File: src/rtl/el2_dec_trigger_seq_pkg.sv
// Shared encodings and types for the decode-stage PC/opcode trigger sequencer.
package el2_dec_trigger_seq_pkg;

    localparam logic [1:0] TRIG_MODE_MASK = 2'b00;
    localparam logic [1:0] TRIG_MODE_GE   = 2'b01;
    localparam logic [1:0] TRIG_MODE_LT   = 2'b10;
    localparam logic [1:0] TRIG_MODE_OFF  = 2'b11;

    typedef enum logic {
        PAIR_IDLE  = 1'b0,
        PAIR_ARMED = 1'b1
    } pair_state_t;

    typedef struct packed {
        logic        select;
        logic        match;
        logic        execute;
        logic        m;
        logic [31:0] tdata2;
    } el2_trigger_pkt_t;

endpackage

File: src/rtl/el2_dec_trigger_cmp.sv
// Single-trigger compare: NAPOT mask/exact match, unsigned >= and unsigned <.
module el2_dec_trigger_cmp
    import el2_dec_trigger_seq_pkg::*;
(
    input  logic [31:0] data,
    input  logic [31:0] tdata2,
    input  logic        masken,
    input  logic [1:0]  mode,
    output logic        hit
);

    logic        mask_on;
    logic        low_ones;
    logic [31:0] match_vec;

    // An all-ones tdata2 degenerates to an exact compare rather than match-all.
    assign mask_on = masken & ~(&tdata2);

    // Each bit is a don't-care when every lower tdata2 bit is one.
    always_comb begin
        match_vec = '0;
        low_ones  = mask_on;
        for (int b = 0; b < 32; b++) begin
            match_vec[b] = low_ones | (tdata2[b] == data[b]);
            low_ones     = low_ones & tdata2[b];
        end
    end

    always_comb begin
        case (mode)
            TRIG_MODE_MASK: hit = &match_vec;
            TRIG_MODE_GE:   hit = (data >= tdata2);
            TRIG_MODE_LT:   hit = (data < tdata2);
            default:        hit = 1'b0;
        endcase
    end

endmodule

File: src/rtl/el2_dec_trigger_seq.sv
// Decode-stage trigger unit: per-trigger compare, match-count threshold and
// optional even/odd pair chaining within an instruction window.
module el2_dec_trigger_seq
    import el2_dec_trigger_seq_pkg::*;
#(
    parameter int NTRIG = 4,
    parameter int CNTW  = 8,
    parameter int WINW  = 8
) (
    input  logic                           clk,
    input  logic                           rst_l,
    input  el2_trigger_pkt_t [NTRIG-1:0]   trigger_pkt_any,
    input  logic [NTRIG-1:0][1:0]          trig_mode,
    input  logic [NTRIG-1:0]               trig_chain,
    input  logic [NTRIG-1:0][CNTW-1:0]     trig_count,
    input  logic [WINW-1:0]                trig_window,
    input  logic [NTRIG-1:0]               trig_cfg_wr,
    input  logic [31:1]                    dec_i0_pc_d,
    input  logic [31:0]                    dec_i0_instr_d,
    input  logic                           dec_i0_valid_d,
    input  logic                           dec_i0_decode_d,
    input  logic                           dec_tlu_flush_lower_r,
    output logic [NTRIG-1:0]               dec_i0_trigger_match_d,
    output logic [NTRIG-1:0]               trig_hit_sticky,
    output logic [NTRIG/2-1:0]             trig_armed
);

    localparam int NPAIR = NTRIG / 2;

    logic             upd;
    logic [NTRIG-1:0] raw;
    logic [NTRIG-1:0] qual;
    logic [NPAIR-1:0] fire_lo;
    logic [NPAIR-1:0] fire_hi;
    logic             unused_chain;

    assign upd          = dec_i0_decode_d & ~dec_tlu_flush_lower_r;
    assign unused_chain = ^trig_chain;

    for (genvar i = 0; i < NTRIG; i++) begin : g_trig
        logic [31:0]     data;
        logic            hit;
        logic [CNTW:0]   cnt_inc;
        logic [CNTW-1:0] cnt;
        logic            sticky;

        assign data = trigger_pkt_any[i].select ? dec_i0_instr_d
                                                : {dec_i0_pc_d, trigger_pkt_any[i].tdata2[0]};

        el2_dec_trigger_cmp u_cmp (
            .data   (data),
            .tdata2 (trigger_pkt_any[i].tdata2),
            .masken (trigger_pkt_any[i].match),
            .mode   (trig_mode[i]),
            .hit    (hit)
        );

        assign raw[i]  = trigger_pkt_any[i].execute & trigger_pkt_any[i].m & dec_i0_valid_d & hit;
        // One extra bit keeps the threshold compare exact at the counter's top value.
        assign cnt_inc = {1'b0, cnt} + {{CNTW{1'b0}}, 1'b1};
        assign qual[i] = raw[i] & (cnt_inc >= {1'b0, trig_count[i]});

        always_ff @(posedge clk or negedge rst_l) begin
            if (!rst_l)                cnt <= '0;
            else if (trig_cfg_wr[i])   cnt <= '0;
            else if (upd & qual[i])    cnt <= '0;
            else if (upd & raw[i])     cnt <= cnt_inc[CNTW-1:0];
        end

        always_ff @(posedge clk or negedge rst_l) begin
            if (!rst_l)                                  sticky <= 1'b0;
            else if (trig_cfg_wr[i])                     sticky <= 1'b0;
            else if (upd & dec_i0_trigger_match_d[i])    sticky <= 1'b1;
        end

        assign trig_hit_sticky[i] = sticky;
    end

    for (genvar k = 0; k < NPAIR; k++) begin : g_pair
        pair_state_t     state;
        logic [WINW-1:0] win;
        logic            clear;

        assign clear      = ~trig_chain[2*k] | dec_tlu_flush_lower_r
                          | trig_cfg_wr[2*k] | trig_cfg_wr[2*k+1];
        assign fire_lo[k] = qual[2*k] & qual[2*k+1];
        assign fire_hi[k] = qual[2*k+1] & ((state == PAIR_ARMED) | qual[2*k]);

        always_ff @(posedge clk or negedge rst_l) begin
            if (!rst_l) begin
                state <= PAIR_IDLE;
                win   <= '0;
            end else if (clear) begin
                state <= PAIR_IDLE;
            end else if (upd) begin
                case (state)
                    PAIR_IDLE: begin
                        if (qual[2*k] & ~qual[2*k+1]) begin
                            state <= PAIR_ARMED;
                            win   <= trig_window;
                        end
                    end
                    PAIR_ARMED: begin
                        if (qual[2*k+1])             state <= PAIR_IDLE;
                        else if (qual[2*k])          win   <= trig_window;
                        // A window of 0 or 1 lapses on the first non-firing instruction.
                        else if (win <= WINW'(1))    state <= PAIR_IDLE;
                        else                         win   <= win - WINW'(1);
                    end
                    default: state <= PAIR_IDLE;
                endcase
            end
        end

        assign trig_armed[k] = (state == PAIR_ARMED);
    end

    always_comb begin
        dec_i0_trigger_match_d = qual;
        for (int k = 0; k < NPAIR; k++) begin
            if (trig_chain[2*k]) begin
                dec_i0_trigger_match_d[2*k]   = fire_lo[k];
                dec_i0_trigger_match_d[2*k+1] = fire_hi[k];
            end
        end
    end

endmodule

File: config.mk
export PLATFORM = sky130hd
export DESIGN_NAME = el2_dec_trigger_seq
export DESIGN_NICKNAME = d
export VERILOG_FILES = /design/src/rtl/el2_dec_trigger_seq_pkg.sv /design/src/rtl/el2_dec_trigger_cmp.sv /design/src/rtl/el2_dec_trigger_seq.sv
export SDC_FILE = /design/constraint.sdc
export NUM_CORES = 1
export LEC_CHECK = 0
export ABC_AREA = 1
export BUFFER_PORTS_ARGS = -buffer_cell sky130_fd_sc_hd__clkbuf_2
export CAP_MARGIN = 20
export CORE_MARGIN = 4
export CORE_UTILIZATION = 60
export CTS_CLUSTER_SIZE = 12
export DETAILED_ROUTE_END_ITERATION = 8
export GPL_TIMING_DRIVEN = 0
export PLACE_DENSITY = 0.89
export SYNTH_ARGS = -nofsm -noshare
export SYNTH_HDL_FRONTEND = slang
export SYNTH_SLANG_ARGS = --single-unit
File: constraint.sdc
create_clock -name clk -period 5.7 [get_ports clk]
set_input_delay 0 -clock clk [delete_from_list [all_inputs] [get_ports clk]]
set_output_delay 0 -clock clk [all_outputs]
set_load 0.03 [all_outputs]
* Word-level counts from Yosys, hierarchy flattened
Cells that the tools add are included.
Word-level totals: register bits 54, input port bits 268, output and inout bits 10, word-level logic and storage cells 564
Cells by class: add/sub/neg operators 6, $lt $le $gt $ge 14, eq/ne operators 142, mux-type cells 54, bitwise operators 312, reductions and logical operators 24
Operators with widths (count):
- $reduce_and 32->1 | 8
- $and 1x1->1 | 163
- $mux 8 | 20
- $or 1x1->1 | 136
- $eq 1x1->1 | 128
- $ge 32x32->1 | 4
- $lt 32x32->1 | 4
- $mux 32 | 4
- $add 8x1->9 const B | 4
- $ge 9x8->1 | 4
- $pmux 8 s2 | 2
- $mux 1 | 20
- $le 8x1->1 const B | 2
- $sub 8x1->8 const B | 2
- $not 1->1 | 13
- $pmux 1 s3 | 4
- $reduce_bool 2->1 | 6
- $reduce_bool 3->1 | 4
- $reduce_and 5->1 | 2
- $eq 2x1->1 const B | 4
- $eq 2x2->1 const B | 4
- $logic_not 2->1 | 4
- $ne 2x2->1 const B | 4
- $ne 3x3->1 const B | 2
- 2 further kinds | 4

* Depth between registers and ports, before layout
depth in word-level cells 45, depth in mapped cells 30, depth with buffers taken out 30

* By module
A second synthesis with hierarchy kept.
Unflattened totals: cells, all modules 1962, area, all modules 11586.1 µm²
Modules (own cells, without submodules):
- el2_dec_trigger_cmp | instances 4, cells each 259, area each 1452.6 µm², seq. area each 0.0 µm²
- el2_dec_trigger_seq | instances 1, cells each 926, area each 5775.5 µm², seq. area each 1351.3 µm²

* Worst setup path after synthesis
OpenSTA, ideal clock, no wires.
path kind input port to flip-flop, start point input trigger_pkt_any[143] (netlist name), end point register g_trig[3].sticky, library setup time 73 ps, data arrival time 3186 ps, data required time 5627 ps, slack 2441 ps, stages on the path 26, path buffers 2, path through clkbuf_1 clkbuf_1 o21ai_0 ha_1 o211ai_1 nor3_1 nand3_1 a21oi_1 o211ai_1 nor2_1 nand3_1 nor2_1 nand4_1 nor2_1 nand4_1 nor2_1 nand4_1 nor2_1 nand2_1 nor2_1 nand2_1 nand2_2 nand3_4 nor2_1 a21oi_1 nor2_1
Between the ends: word-level cells in the longest chain between the ends 11, elaborated cells between the ends (all ways) 75, classes of those cells order compare (2); eq/ne (32); mux (3); bitwise (36); reduce/logical (2)
Ends and longest elaborated chain:
- start: declaration | line el2_dec_trigger_seq.sv:12 | input el2_trigger_pkt_t [NTRIG-1:0] trigger_pkt_any,
- $mux 32 (*) | line el2_dec_trigger_seq.sv:47 | assign data = trigger_pkt_any[i].select ? dec_i0_instr_d
- branches (longest 3 deep; another with $lt 32x32->1)
- $pmux 1 s3 (*) | line el2_dec_trigger_cmp.sv:30 | case (mode)
- $and 1x1->1 (*) | line el2_dec_trigger_seq.sv:58 | assign raw[i] = trigger_pkt_any[i].execute & trigger_pkt_any[i].m & dec_i0_valid_d & hit;
- $and 1x1->1 (*) | line el2_dec_trigger_seq.sv:61 | assign qual[i] = raw[i] & (cnt_inc >= {1'b0, trig_count[i]});
- $and 1x1->1 | line el2_dec_trigger_seq.sv:87 | assign fire_hi[k] = qual[2*k+1] & ((state == PAIR_ARMED) | qual[2*k]);
- $mux 2 (*) | line el2_dec_trigger_seq.sv:121 | if (trig_chain[2*k]) begin
- net dec_i0_trigger_match_d[3] | line el2_dec_trigger_seq.sv:23 | output logic [NTRIG-1:0] dec_i0_trigger_match_d,
- $and 1x1->1 (*) | line el2_dec_trigger_seq.sv:73 | else if (upd & dec_i0_trigger_match_d[i]) sticky <= 1'b1;
- $reduce_bool 2->1 (no source line) (*)
- end signal: assignment | line el2_dec_trigger_seq.sv:71 | if (!rst_l) sticky <= 1'b0;
- end signal: assignment | line el2_dec_trigger_seq.sv:72 | else if (trig_cfg_wr[i]) sticky <= 1'b0;
- end signal: assignment | line el2_dec_trigger_seq.sv:73
- end: declaration | line el2_dec_trigger_seq.sv:45 | logic sticky;
Mark *: on every way through the listed nets, which the timed path passes. A chain may end at the register's enable or synchronous reset.

* Worst setup path in the final report
start point input trigger_pkt_any[143] (netlist name), end point output dec_i0_trigger_match_d[3]
Between the ends: word-level cells in the longest chain between the ends 9, elaborated cells between the ends (all ways) 73, classes of those cells order compare (2); eq/ne (32); mux (3); bitwise (35); reduce/logical (1)
Ends and longest elaborated chain (line):
- $mux 32 (*) | el2_dec_trigger_seq.sv:47
- branches (longest 3 deep; another with $lt 32x32->1)
- $pmux 1 s3 (*) | el2_dec_trigger_cmp.sv:30
- $and 1x1->1 (*) | el2_dec_trigger_seq.sv:58
- $and 1x1->1 (*) | el2_dec_trigger_seq.sv:61
- $and 1x1->1 | el2_dec_trigger_seq.sv:87
- $mux 2 (*) | el2_dec_trigger_seq.sv:121
- end: declaration | el2_dec_trigger_seq.sv:23
Mark *: on every way between the ends.

==> impl_metrics.csv <==
group,metric,value,unit
grt,grtUsageTotal,35.3,%
sta,hold_viol,0,
finish,post-route-cell-area,12900,um^2
grt,antenna_found_initial,3,
routing,routed-wl-met2,16.5,mm
placement,portBuffers,271,
critical_path,crit_top_cell,"nor2_1",
routing,routed_wl,37.9,mm
pwr,switchingPower,0.000615,W
clock_tree,h-tree-depth,2,
routing,drc,0,
synthesis,async_flop_share,100,%
finish,syn2layout_area_growth,17.3,%
sta,fin_crit,4110,ps
finish,nNetsFinal,2579,
routing,vias,13500,
grt,grt_max_degree,30,
synthesis,yosysWarnings,0,
clock_tree,clock-sinks,54,
floorplan,die_area,20600,um^2
run,maxCapViolCount,0,
routing,met3_wirelength,4.00,mm
critical_path,worstSetupEndpointType,"primary output",
pwr,power_frac_clock,24.6,%
sta,min_period_over_period,72.1,%
grt,grt_pass1_vias,12400,
finish,final_cell_count_no_fill,2374,
sta,rsz0062_at_grt,"false",
pwr,finalPower,0.00150,W
finish,multiInputGateArea,8110,um^2
critical_path,worst_ep_arrival_time,4110,ps
clock_tree,ctsResizeCount,0,
sta,tightest_slew,757,ps
pwr,p_comb_share,49.7,%
sta,fin_skew,11.2,ps
placement,dp_hpwl,33.0,mm
clock_tree,cts_made_buffers,5,
sta,drv_slew,0,
pwr,power.leakage,7.66,nW
synthesis,synth_ff_type,"dfrtp_1",
pwr,netSwitchingFraction,40.9,%
critical_path,cp_slowest_stage_delay,450,ps
clock_tree,cts_tree,"yes",
sta,relSlewSlack,49.5,%
placement,placed_cell_area,12700,um^2
worst_hold_path,hold_class,"input port to flop",
routing,dr.first_iter.drc_count,1165,
clock_tree,path_clk_slew,70,ps
routing,dr.pass1.iters,6,
placement,pre_cts_slack,1660,ps
finish,num-fill-cells,1616,
floorplan,die_h,143,um
floorplan,die_w,143,um
sta,fin_tns_setup,0,ps
synthesis,avgSynthCellArea,5.93,um^2
grt,grt-ovfl-total,0,
pwr,seq_power_share,25.7,%
grt,grt_pass1_wl,58.2,mm
finish,layout_common_cells,"nand2_1 (473), inv_1 (355), clkbuf_2 (271)",
sta,setup_viol,0,
finish,layout-drive-gt1-share,16.0,%
placement,gp_routability_congestion,1.04,
critical_path,critPathLaunchType,"input port",
floorplan,ios,278,
finish,layout_commonest_cell,"nand2_1",
clock_tree,clk_path_buf_depth,2,
floorplan,rows,49,
synthesis,synth_edf_count,0,
synthesis,syn_inst,1856,
floorplan,fp.coreArea,18000,um^2
finish,register_area,1350,um^2
routing,wl_met1,15.3,mm
critical_path,critPathRequiredTime,5700,ps
placement,post-place-cells,2357,
critical_path,critPathSlowestCell,"clkbuf_1",
synthesis,synth-seq-cells,54,
synthesis,synth_nets,2295,
critical_path,worstSetupPathType,"input port to primary output",
clock_tree,clockRootBuffer,"clkbuf_16",
routing,ant_nets,0,
clock_tree,clk_latency,300,ps
pwr,powerDensity,116,nW/um^2
sta,fmax,0.243,GHz
synthesis,yosysSeqAreaShare,12.3,%
pwr,intPower,0.000887,W
critical_path,worstPathMaxFanout,10,
pwr,ir_drop,0.000139,V
routing,avgViaCountPerCell,5.71,
synthesis,synth_area,11000,um^2
status,status,"completed",
synthesis,ys_types,54,
routing,avgRoutedWirePerCell,16.0,um
routing,top_layer,"met4",
floorplan,initial_core_util,61.1,%
sta,fin_ws,1590,ps
cells in the mapped netlist, types with 13 or more instances:
library cell	number	area share (%)
nand2_1	473	16
dfrtp_1	54	12
nand3_1	83	3.8
xor2_1	28	2.2
ha_1	171	19
inv_1	355	12
a21oi_1	91	4.1
o21bai_1	13	0.89
clkbuf_1	30	1.0
o21ai_1	16	0.73
nor3_1	41	1.9
nor2_1	138	4.7
o21ai_0	174	7.9
nand4_1	51	2.9
power groups by stage:
stage / Sequential [W] / Clock, W / Combinational [W]
after global placement: 0.000393 / 0 / 0.000701
after global routing: 0.000386 / 0.000385 / 0.000839
after CTS: 0.000386 / 0.000369 / 0.000728
final: 0.000386 / 0.000369 / 0.000746
after floorplan: 0.000393 / 0 / 0.000438
after detailed placement: 0.000393 / 0 / 0.000722
registers in the layout, indices dropped and copies added, names as in the netlist:
register	cells
g_pair.state	2
g_trig.cnt	32
g_trig.sticky	4
g_pair.win	16
layer usage:
| layer | global-route usage [%] | vias up |
|---|---|---|
| met2 | 56.9 | 702 |
| met3 | 5.06 | 117 |
| met1 | 47.4 | 6086 |
| li1 | - | 6639 |
| met5 | 0 | - |
| met4 | 14.7 | 0 |
worst max-delay path, delay by kind of cell:
kind	cells	cell delay, ps
buf+inv	3	1120
fa+ha+maj	1	400
compound gates	4	640
simple gates	17	1950
logic make-up after synthesis:
group,synth area share [%]
buf+inv,14.0
fa+ha+maj,19.4
flops,12.3
xor+xnor,2.63
mux,0.0910
simple gates,34.1
compound gates,17.5
cell type report:
cell class	instances	area share (%)
multi-input cells	1401	62.9
diodes	4	0.0776
clock buffers	6	1.08
clock inverters	2	0.301
repair buffers	277	11.1
plain buffers	39	1.38
inverters	362	10.6
well taps	229	2.22
flip-flops and latches	54	10.5
stage by stage:
stage,utilization [%],hold WS [ps]
2_1_floorplan,-,-296
3_3_place_gp,70.2,220
3_5_place_dp,70.3,93.2
4_1_cts,71.5,28.9
5_1_grt,71.6,47.3
6_report,71.6,27.2
path summary, 6_finish.rpt:
path / slack [ps] / endpoint / cells after the start / startpoint
setup / recovery: 1590 / dec_i0_trigger_match_d[3] / 25 / trigger_pkt_any[143]
hold / removal: 30 / g_trig[0].sticky$_DFFE_PN0P_ / 4 / trig_chain[0]
setup reg to reg: 2500 / g_pair[0].win[2]$_DFFE_PN0P_ / 16 / g_trig[1].cnt[2]$_DFFE_PN0P_
hold reg to reg: 500 / g_trig[0].sticky$_DFFE_PN0P_ / 2 / g_trig[0].sticky$_DFFE_PN0P_
max in group asynchronous: 4780 / g_trig[2].cnt[3]$_DFFE_PN0P_ / 3 / rst_l
min in group asynchronous: 300 / g_trig[1].cnt[0]$_DFFE_PN0P_ / 2 / rst_l
timing repair:
| action | in CTS | in global routing |
|---|---|---|
| buffers inserted | 0 | 0 |
| hold buffers | 5 | 0 |
| endpoints found under the setup margin | 0 | 0 |
| hold endpoints to repair | 32 | 0 |
No activity file was read; power rests on OpenSTA's default activity.
